**config.mk**
```make
export PLATFORM = sky130hd
export DESIGN_NAME = forwarding_hazard_unit_flat
export DESIGN_NICKNAME = d
export VERILOG_FILES = /design/src/rtl/forwarding_hazard_unit_pkg.sv /design/src/rtl/forwarding_hazard_unit_if.sv /design/src/rtl/forwarding_hazard_unit_fwd_hit_cmp.sv /design/src/rtl/forwarding_hazard_unit.sv /design/src/flat_wrapper.sv
export SDC_FILE = /design/constraint.sdc
export NUM_CORES = 1
export LEC_CHECK = 0
export ABC_AREA = 1
export CAP_MARGIN = 20
export CORE_AREA = 4 4 134 72
export DETAILED_ROUTE_END_ITERATION = 16
export DIE_AREA = 0 0 138 76
export PLACE_DENSITY = 0.69
export SYNTH_ARGS = -nofsm -noshare
export SYNTH_HDL_FRONTEND = slang
export SYNTH_SLANG_ARGS = --single-unit
export TNS_END_PERCENT = 50
```
**constraint.sdc**
```tcl
create_clock -name clk -period 1.5 [get_ports clk]
set_input_delay 0.15 -clock clk [delete_from_list [all_inputs] [get_ports clk]]
set_output_delay 0.15 -clock clk [all_outputs]
set_load 0.005 [all_outputs]
```
**src/rtl/forwarding_hazard_unit_pkg.sv**
```systemverilog
// rtl/forwarding_hazard_unit_pkg.sv - shared types for the EX forwarding/hazard unit
package forwarding_hazard_unit_pkg;

    localparam int REG_AW = 5;
    localparam int FWD_W  = 2;

    typedef enum logic [FWD_W-1:0] {
        FWD_NONE = 2'b00,
        FWD_WB   = 2'b01,
        FWD_MEM  = 2'b10
    } fwd_sel_t;

    typedef struct packed {
        logic              valid;
        logic              we;
        logic              is_load;
        logic [REG_AW-1:0] rd;
    } shadow_slot_t;

endpackage

```
**src/rtl/forwarding_hazard_unit_if.sv**
```systemverilog
// rtl/forwarding_hazard_unit_if.sv - ID-side decode info in, forwarding/hazard controls out
interface forwarding_hazard_unit_if
    import forwarding_hazard_unit_pkg::*;
#(
    parameter int CNT_W = 32
);
    logic              id_valid;
    logic [REG_AW-1:0] id_rs1;
    logic [REG_AW-1:0] id_rs2;
    logic              id_use_rs1;
    logic              id_use_rs2;
    logic [REG_AW-1:0] id_rd;
    logic              id_we;
    logic              id_is_load;
    logic              mem_stall;
    logic              ex_br_taken;
    logic [FWD_W-1:0]  ex_fwd_sel1;
    logic [FWD_W-1:0]  ex_fwd_sel2;
    logic              id_hold;
    logic              ex_bubble;
    logic              id_wb_byp1;
    logic              id_wb_byp2;
    logic [CNT_W-1:0]  stall_cnt;

    modport master (
        output id_valid, id_rs1, id_rs2, id_use_rs1, id_use_rs2, id_rd, id_we, id_is_load,
        output mem_stall, ex_br_taken,
        input  ex_fwd_sel1, ex_fwd_sel2, id_hold, ex_bubble, id_wb_byp1, id_wb_byp2, stall_cnt
    );

    modport slave (
        input  id_valid, id_rs1, id_rs2, id_use_rs1, id_use_rs2, id_rd, id_we, id_is_load,
        input  mem_stall, ex_br_taken,
        output ex_fwd_sel1, ex_fwd_sel2, id_hold, ex_bubble, id_wb_byp1, id_wb_byp2, stall_cnt
    );
endinterface

```
**src/rtl/forwarding_hazard_unit_fwd_hit_cmp.sv**
```systemverilog
// rtl/forwarding_hazard_unit_fwd_hit_cmp.sv - does a shadow slot produce the register an operand reads
module fwd_hit_cmp
    import forwarding_hazard_unit_pkg::*;
(
    input  shadow_slot_t      slot,
    input  logic [REG_AW-1:0] addr,
    input  logic              use_flag,
    output logic              hit
);
    // Load-ness only matters to the stall decision, which the top makes on the EX slot itself.
    logic unused_is_load;
    assign unused_is_load = slot.is_load;

    // x0 is hardwired zero: never a forwarding source.
    assign hit = use_flag && slot.valid && slot.we && (slot.rd == addr) && (addr != '0);
endmodule

```
**src/rtl/forwarding_hazard_unit.sv**
```systemverilog
// rtl/forwarding_hazard_unit.sv - tracks in-flight destinations, drives EX forwarding selects and stalls
module forwarding_hazard_unit
    import forwarding_hazard_unit_pkg::*;
#(
    parameter int CNT_W = 32
)(
    input  logic                     clk,
    input  logic                     rst,
    forwarding_hazard_unit_if.slave  bus
);
    shadow_slot_t     ex_s, mem_s, wb_s;
    fwd_sel_t         sel1_q, sel2_q, sel1_d, sel2_d;
    logic             bubble_q;
    logic [CNT_W-1:0] cnt_q;

    logic hit_ex1, hit_ex2, hit_mem1, hit_mem2, hit_wb1, hit_wb2;
    logic load_use;

    fwd_hit_cmp u_ex1  (.slot(ex_s),  .addr(bus.id_rs1), .use_flag(bus.id_use_rs1), .hit(hit_ex1));
    fwd_hit_cmp u_ex2  (.slot(ex_s),  .addr(bus.id_rs2), .use_flag(bus.id_use_rs2), .hit(hit_ex2));
    fwd_hit_cmp u_mem1 (.slot(mem_s), .addr(bus.id_rs1), .use_flag(bus.id_use_rs1), .hit(hit_mem1));
    fwd_hit_cmp u_mem2 (.slot(mem_s), .addr(bus.id_rs2), .use_flag(bus.id_use_rs2), .hit(hit_mem2));
    fwd_hit_cmp u_wb1  (.slot(wb_s),  .addr(bus.id_rs1), .use_flag(bus.id_use_rs1), .hit(hit_wb1));
    fwd_hit_cmp u_wb2  (.slot(wb_s),  .addr(bus.id_rs2), .use_flag(bus.id_use_rs2), .hit(hit_wb2));

    assign load_use = bus.id_valid && ex_s.is_load && (hit_ex1 || hit_ex2);

    // Whoever sits in EX now will be in MEM when this ID instruction reaches EX; nearer producer wins.
    always_comb begin
        sel1_d = FWD_NONE;
        sel2_d = FWD_NONE;
        if (hit_ex1)       sel1_d = FWD_MEM;
        else if (hit_mem1) sel1_d = FWD_WB;
        if (hit_ex2)       sel2_d = FWD_MEM;
        else if (hit_mem2) sel2_d = FWD_WB;
    end

    always_ff @(posedge clk) begin
        if (rst) begin
            ex_s     <= '0;
            mem_s    <= '0;
            wb_s     <= '0;
            sel1_q   <= FWD_NONE;
            sel2_q   <= FWD_NONE;
            bubble_q <= 1'b0;
            cnt_q    <= '0;
        end else if (!bus.mem_stall) begin
            wb_s  <= mem_s;
            mem_s <= ex_s;
            if (bus.ex_br_taken || load_use) begin
                ex_s     <= '0;
                bubble_q <= 1'b1;
                sel1_q   <= FWD_NONE;
                sel2_q   <= FWD_NONE;
                if (!bus.ex_br_taken)
                    cnt_q <= cnt_q + CNT_W'(1);
            end else begin
                ex_s     <= '{valid: bus.id_valid, we: bus.id_we, is_load: bus.id_is_load, rd: bus.id_rd};
                bubble_q <= ~bus.id_valid;
                sel1_q   <= sel1_d;
                sel2_q   <= sel2_d;
            end
        end
    end

    assign bus.id_hold     = load_use && !bus.ex_br_taken && !bus.mem_stall;
    assign bus.id_wb_byp1  = hit_wb1;
    assign bus.id_wb_byp2  = hit_wb2;
    assign bus.ex_fwd_sel1 = sel1_q;
    assign bus.ex_fwd_sel2 = sel2_q;
    assign bus.ex_bubble   = bubble_q;
    assign bus.stall_cnt   = cnt_q;
endmodule

```
**src/flat_wrapper.sv**
```systemverilog
// flat-port wrapper written by rule: the top's interface ports become plain ports
module forwarding_hazard_unit_flat import forwarding_hazard_unit_pkg::*;
#(
    parameter int CNT_W = 32
)
  (clk, rst, bus_id_valid, bus_id_rs1, bus_id_rs2, bus_id_use_rs1, bus_id_use_rs2, bus_id_rd, bus_id_we, bus_id_is_load, bus_mem_stall, bus_ex_br_taken, bus_ex_fwd_sel1, bus_ex_fwd_sel2, bus_id_hold, bus_ex_bubble, bus_id_wb_byp1, bus_id_wb_byp2, bus_stall_cnt);
  forwarding_hazard_unit_if #(.CNT_W(CNT_W)) bus_i ();
  input  logic clk;
  input  logic rst;
  input wire logic [$bits(bus_i.id_valid)-1:0] bus_id_valid;
  input wire logic [$bits(bus_i.id_rs1)-1:0] bus_id_rs1;
  input wire logic [$bits(bus_i.id_rs2)-1:0] bus_id_rs2;
  input wire logic [$bits(bus_i.id_use_rs1)-1:0] bus_id_use_rs1;
  input wire logic [$bits(bus_i.id_use_rs2)-1:0] bus_id_use_rs2;
  input wire logic [$bits(bus_i.id_rd)-1:0] bus_id_rd;
  input wire logic [$bits(bus_i.id_we)-1:0] bus_id_we;
  input wire logic [$bits(bus_i.id_is_load)-1:0] bus_id_is_load;
  input wire logic [$bits(bus_i.mem_stall)-1:0] bus_mem_stall;
  input wire logic [$bits(bus_i.ex_br_taken)-1:0] bus_ex_br_taken;
  output wire logic [$bits(bus_i.ex_fwd_sel1)-1:0] bus_ex_fwd_sel1;
  output wire logic [$bits(bus_i.ex_fwd_sel2)-1:0] bus_ex_fwd_sel2;
  output wire logic [$bits(bus_i.id_hold)-1:0] bus_id_hold;
  output wire logic [$bits(bus_i.ex_bubble)-1:0] bus_ex_bubble;
  output wire logic [$bits(bus_i.id_wb_byp1)-1:0] bus_id_wb_byp1;
  output wire logic [$bits(bus_i.id_wb_byp2)-1:0] bus_id_wb_byp2;
  output wire logic [$bits(bus_i.stall_cnt)-1:0] bus_stall_cnt;
  assign bus_i.id_valid = bus_id_valid;
  assign bus_i.id_rs1 = bus_id_rs1;
  assign bus_i.id_rs2 = bus_id_rs2;
  assign bus_i.id_use_rs1 = bus_id_use_rs1;
  assign bus_i.id_use_rs2 = bus_id_use_rs2;
  assign bus_i.id_rd = bus_id_rd;
  assign bus_i.id_we = bus_id_we;
  assign bus_i.id_is_load = bus_id_is_load;
  assign bus_i.mem_stall = bus_mem_stall;
  assign bus_i.ex_br_taken = bus_ex_br_taken;
  assign bus_ex_fwd_sel1 = bus_i.ex_fwd_sel1;
  assign bus_ex_fwd_sel2 = bus_i.ex_fwd_sel2;
  assign bus_id_hold = bus_i.id_hold;
  assign bus_ex_bubble = bus_i.ex_bubble;
  assign bus_id_wb_byp1 = bus_i.id_wb_byp1;
  assign bus_id_wb_byp2 = bus_i.id_wb_byp2;
  assign bus_stall_cnt = bus_i.stall_cnt;
  forwarding_hazard_unit #(.CNT_W(CNT_W)) u_core (.clk(clk), .rst(rst), .bus(bus_i));
endmodule
```
==> results.toml <==
[sta]
fin_crit_sh_pct = 113
hold_viol_final = 0
rsz0062_at_grt = "yes"
slew_headroom_pct = 63.5
worstMarginPinSlew_ps = 547
clock_skew_ps = 9.13
fin_hold_ws_ps = 266
fin_ws_ps = -191
setup_violations = 46
drv_slew = 0
finalCriticalPeriod_ps = 1690
max_freq_mhz = 591

[worst_hold_path]
hp-class = "primary input to register"
min_from = "rst"
holdPathEnd = "u_core.bus.stall_cnt[3]"
whs_path_depth = 5

[setup_path]
critical_path_peak_fanout = 6
path_delay_family = "simple AND/OR/NAND/NOR gates"
reg2reg_from = "u_core.ex_s[0]"
crit_path_frequent_cell = "nor2_1"
crit_chain = "xnor2_1 > nand2_1 > nor2_1 > nand2_2 > nand2_4 > buf_8 > buf_12 > buf_6 > nand4_1 > o21ai_1 > nor2_1"
worstSetupPathType = "register to register"
rr_endpoint = "u_core.bus.stall_cnt[23]"
critPathLaunchType = "register"
cpPeakStageDelay_ps = 370
worstPathArrival_ps = 1940
critPathRequiredTime_ps = 1750
r2r_slack_ps = -190
crit_path_top_delay_cell = "dfxtp_4"
path_buf_inv = 3
endpoint_kind = "register"
reg2regPathDepth = 11

[status]
outcome = "finished, violations left"
failed_checks = "negative setup slack"

[yosys]
avgSynthCellArea_sq_um = 6.76
synth_most_common_cell = "nand2_1"
synth_top_cell_by_area = "dfxtp_1"
netlist_top_cells_count = "nand2_1 (137), nor2_1 (78), dfxtp_1 (59)"
synth-seq-cells = 59
yosysSeqAreaShare_pct = 31.8
synth-edff-count = 0
async_flop_share_pct = 0
synthDistinctLibCells = 32
syn-cell-area_sq_um = 3720
synthCells = 550
synth_warnings = 0
synth_nets = 575
yosys_most_used_dff = "dfxtp_1"
yosys-top-cells-area = "dfxtp_1 (32%), nand2_1 (14%), nor2_1 (7.9%), nand3_2 (5.7%), inv_1 (5.3%)"
yosysTopAreaCellShare_pct = 31.8

[grt]
grt_usage_pct = 26.7
overflow = 0
grt_pass1_wl_mm = 22.1
grt_start_max_net_pins = 35
antenna_found_initial = 0
grt_pass1_vias = 4017

[floorplanning]
start_util_pct = 43.9
die_width_um = 138
die-area_sq_um = 10500
row_count = 24
core_area_sq_um = 8470
die_h_um = 76
ios = 64

[placement]
placed_cells = 809
place_congestion = 0.993
dp_hpwl_mm = 10.6
port_buffers = 63

[cts]
cts_buffers = 9
clk_latency_ps = 350
cts.sinks = 59
htreeDepth = 3
cts_root_buf = "clkbuf_16"
clk_pin_slew_worst_paths_ps = 60
hold_buffers = 0
clockBufferDepth = 2
tritoncts = "done"

[drt]
drtPass1Iterations = 5
via_per_inst = 5.18
top_layer = "met4"
wl_met2_mm = 5.14
drt-total-wl_mm = 14.0
drt_iter0_markers = 465
route.detailed.drc = 0
wl_per_cell_um = 16.8
vias = 4328
ant_nets = 0
met1_length_mm = 7.24
wl_met3_mm = 1.49

[layout]
area_growth_pct = 57.2
fin_cells = 835
antenna_cells = 0
nFillCells = 724
fin_nets = 738
drive_above_1_share_pct = 34.5

[power_and_ir_drop]
p_per_area_nw_per_um2 = 705
leakagePower_nw = 2.50
peakVddDrop_mv = 0.574

[flow_run]
cap_violations = 0
what timing repair did:
item	in CTS	in global routing
resized for setup	65	51
setup buffers	7	2
gates cloned	1	0
pin swaps	12	15
endpoints found under the setup margin	58	65
layer usage:
layer  vias up  track usage (%)
met1      1992             42.8
met5         -                0
li1       2115                -
met3        21             7.59
met2       200             33.7
met4         0             6.61
report_power, final:
group	internal [mW]	leakage (nW)	switching [mW]
clock	1.14	0.133	0.881
sequential	1.59	0.495	0.0495
combinational	0.214	1.87	0.243
how the worst max path moves through the flow:
| stage | slack, ps | cells past startpoint | end | startpoint |
|---|---|---|---|---|
| after floorplan | 7 | 10 | u_core.bus.stall_cnt[18] | u_core.bus.stall_cnt[0] |
| after global placement | -660 | 10 | bus_id_hold | bus_id_rs1[4] |
| after detailed placement | -650 | 10 | bus_id_hold | bus_id_rs1[4] |
| after CTS | -160 | 5 | bus_id_wb_byp2 | u_core.wb_s[3] |
| after global routing | -320 | 12 | u_core.bus.stall_cnt[18] | u_core.ex_s[7] |
| final | -190 | 11 | u_core.bus.stall_cnt[23] | u_core.ex_s[0] |
worst min-delay path, delay by kind of cell:
family / cells / cell delay [ps]
buf+inv: 3 / 310
simple gates: 2 / 110
registers in the layout, summed over array words and instances (netlist names):
register	cells
u_core.bus.ex_fwd_sel2	2
u_core.bus.ex_bubble	1
u_core.ex_s	8
u_core.mem_s	7
u_core.wb_s	7
u_core.bus.ex_fwd_sel1	2
u_core.bus.stall_cnt	32
area by class of cell:
| type | count | area (sq um) | area share (%) |
|---|---|---|---|
| multi-input cells | 414 | 2390 | 40.8 |
| repair buffers | 174 | 1590 | 27.2 |
| flip-flops and latches | 59 | 1240 | 21.1 |
| clock buffers | 9 | 225 | 3.85 |
| inverters | 55 | 206 | 3.53 |
| well taps | 117 | 146 | 2.50 |
| clock inverters | 7 | 58.8 | 1.01 |
placed cells by master, fill, tap and decap left out, types with 10 or more instances in the layout:
cell / synthesis / routed
nand3_1: 26 / 21
nor2_1: 78 / 69
clkdlybuf4s50_1: 0 / 42
dfxtp_1: 59 / 29
dlygate4sd2_1: 0 / 11
buf_4: 2 / 96
nand4_1: 18 / 18
a21oi_2: 20 / 23
xor2_1: 18 / 17
nand2_1: 137 / 133
a21oi_1: 21 / 18
dfxtp_2: 0 / 23
o21ai_1: 9 / 10
nand3_2: 21 / 25
o21ai_0: 17 / 16
inv_1: 53 / 49
per-stage QoR:
stage / instance area, sq um / power (mW) / util [%] / TNS (ps) / setup slack [ps]
after global placement: 5210 / 2.08 / 61.5 / -26450 / -665
after detailed placement: 5210 / 2.08 / 61.5 / -26610 / -647
after CTS: 5680 / 4.09 / 67.1 / -3430 / -159
after floorplan: 3720 / 1.86 / - / 0 / 7.15
final: 5850 / 4.12 / 69.1 / -4820 / -191
after global routing: 5850 / 4.24 / 69.1 / -9700 / -323
cells by family after synthesis:
logic type               share of synthesized area (%)
AO/OA/AOI/OAI                                     12.0
XOR/XNOR                                          7.53
adder cells (fa/ha/maj)                          0.336
buffers and inverters                             8.95
flip-flops                                        31.8
AND/OR/NAND/NOR                                   39.4
No activity file was read; power rests on OpenSTA's default activity.
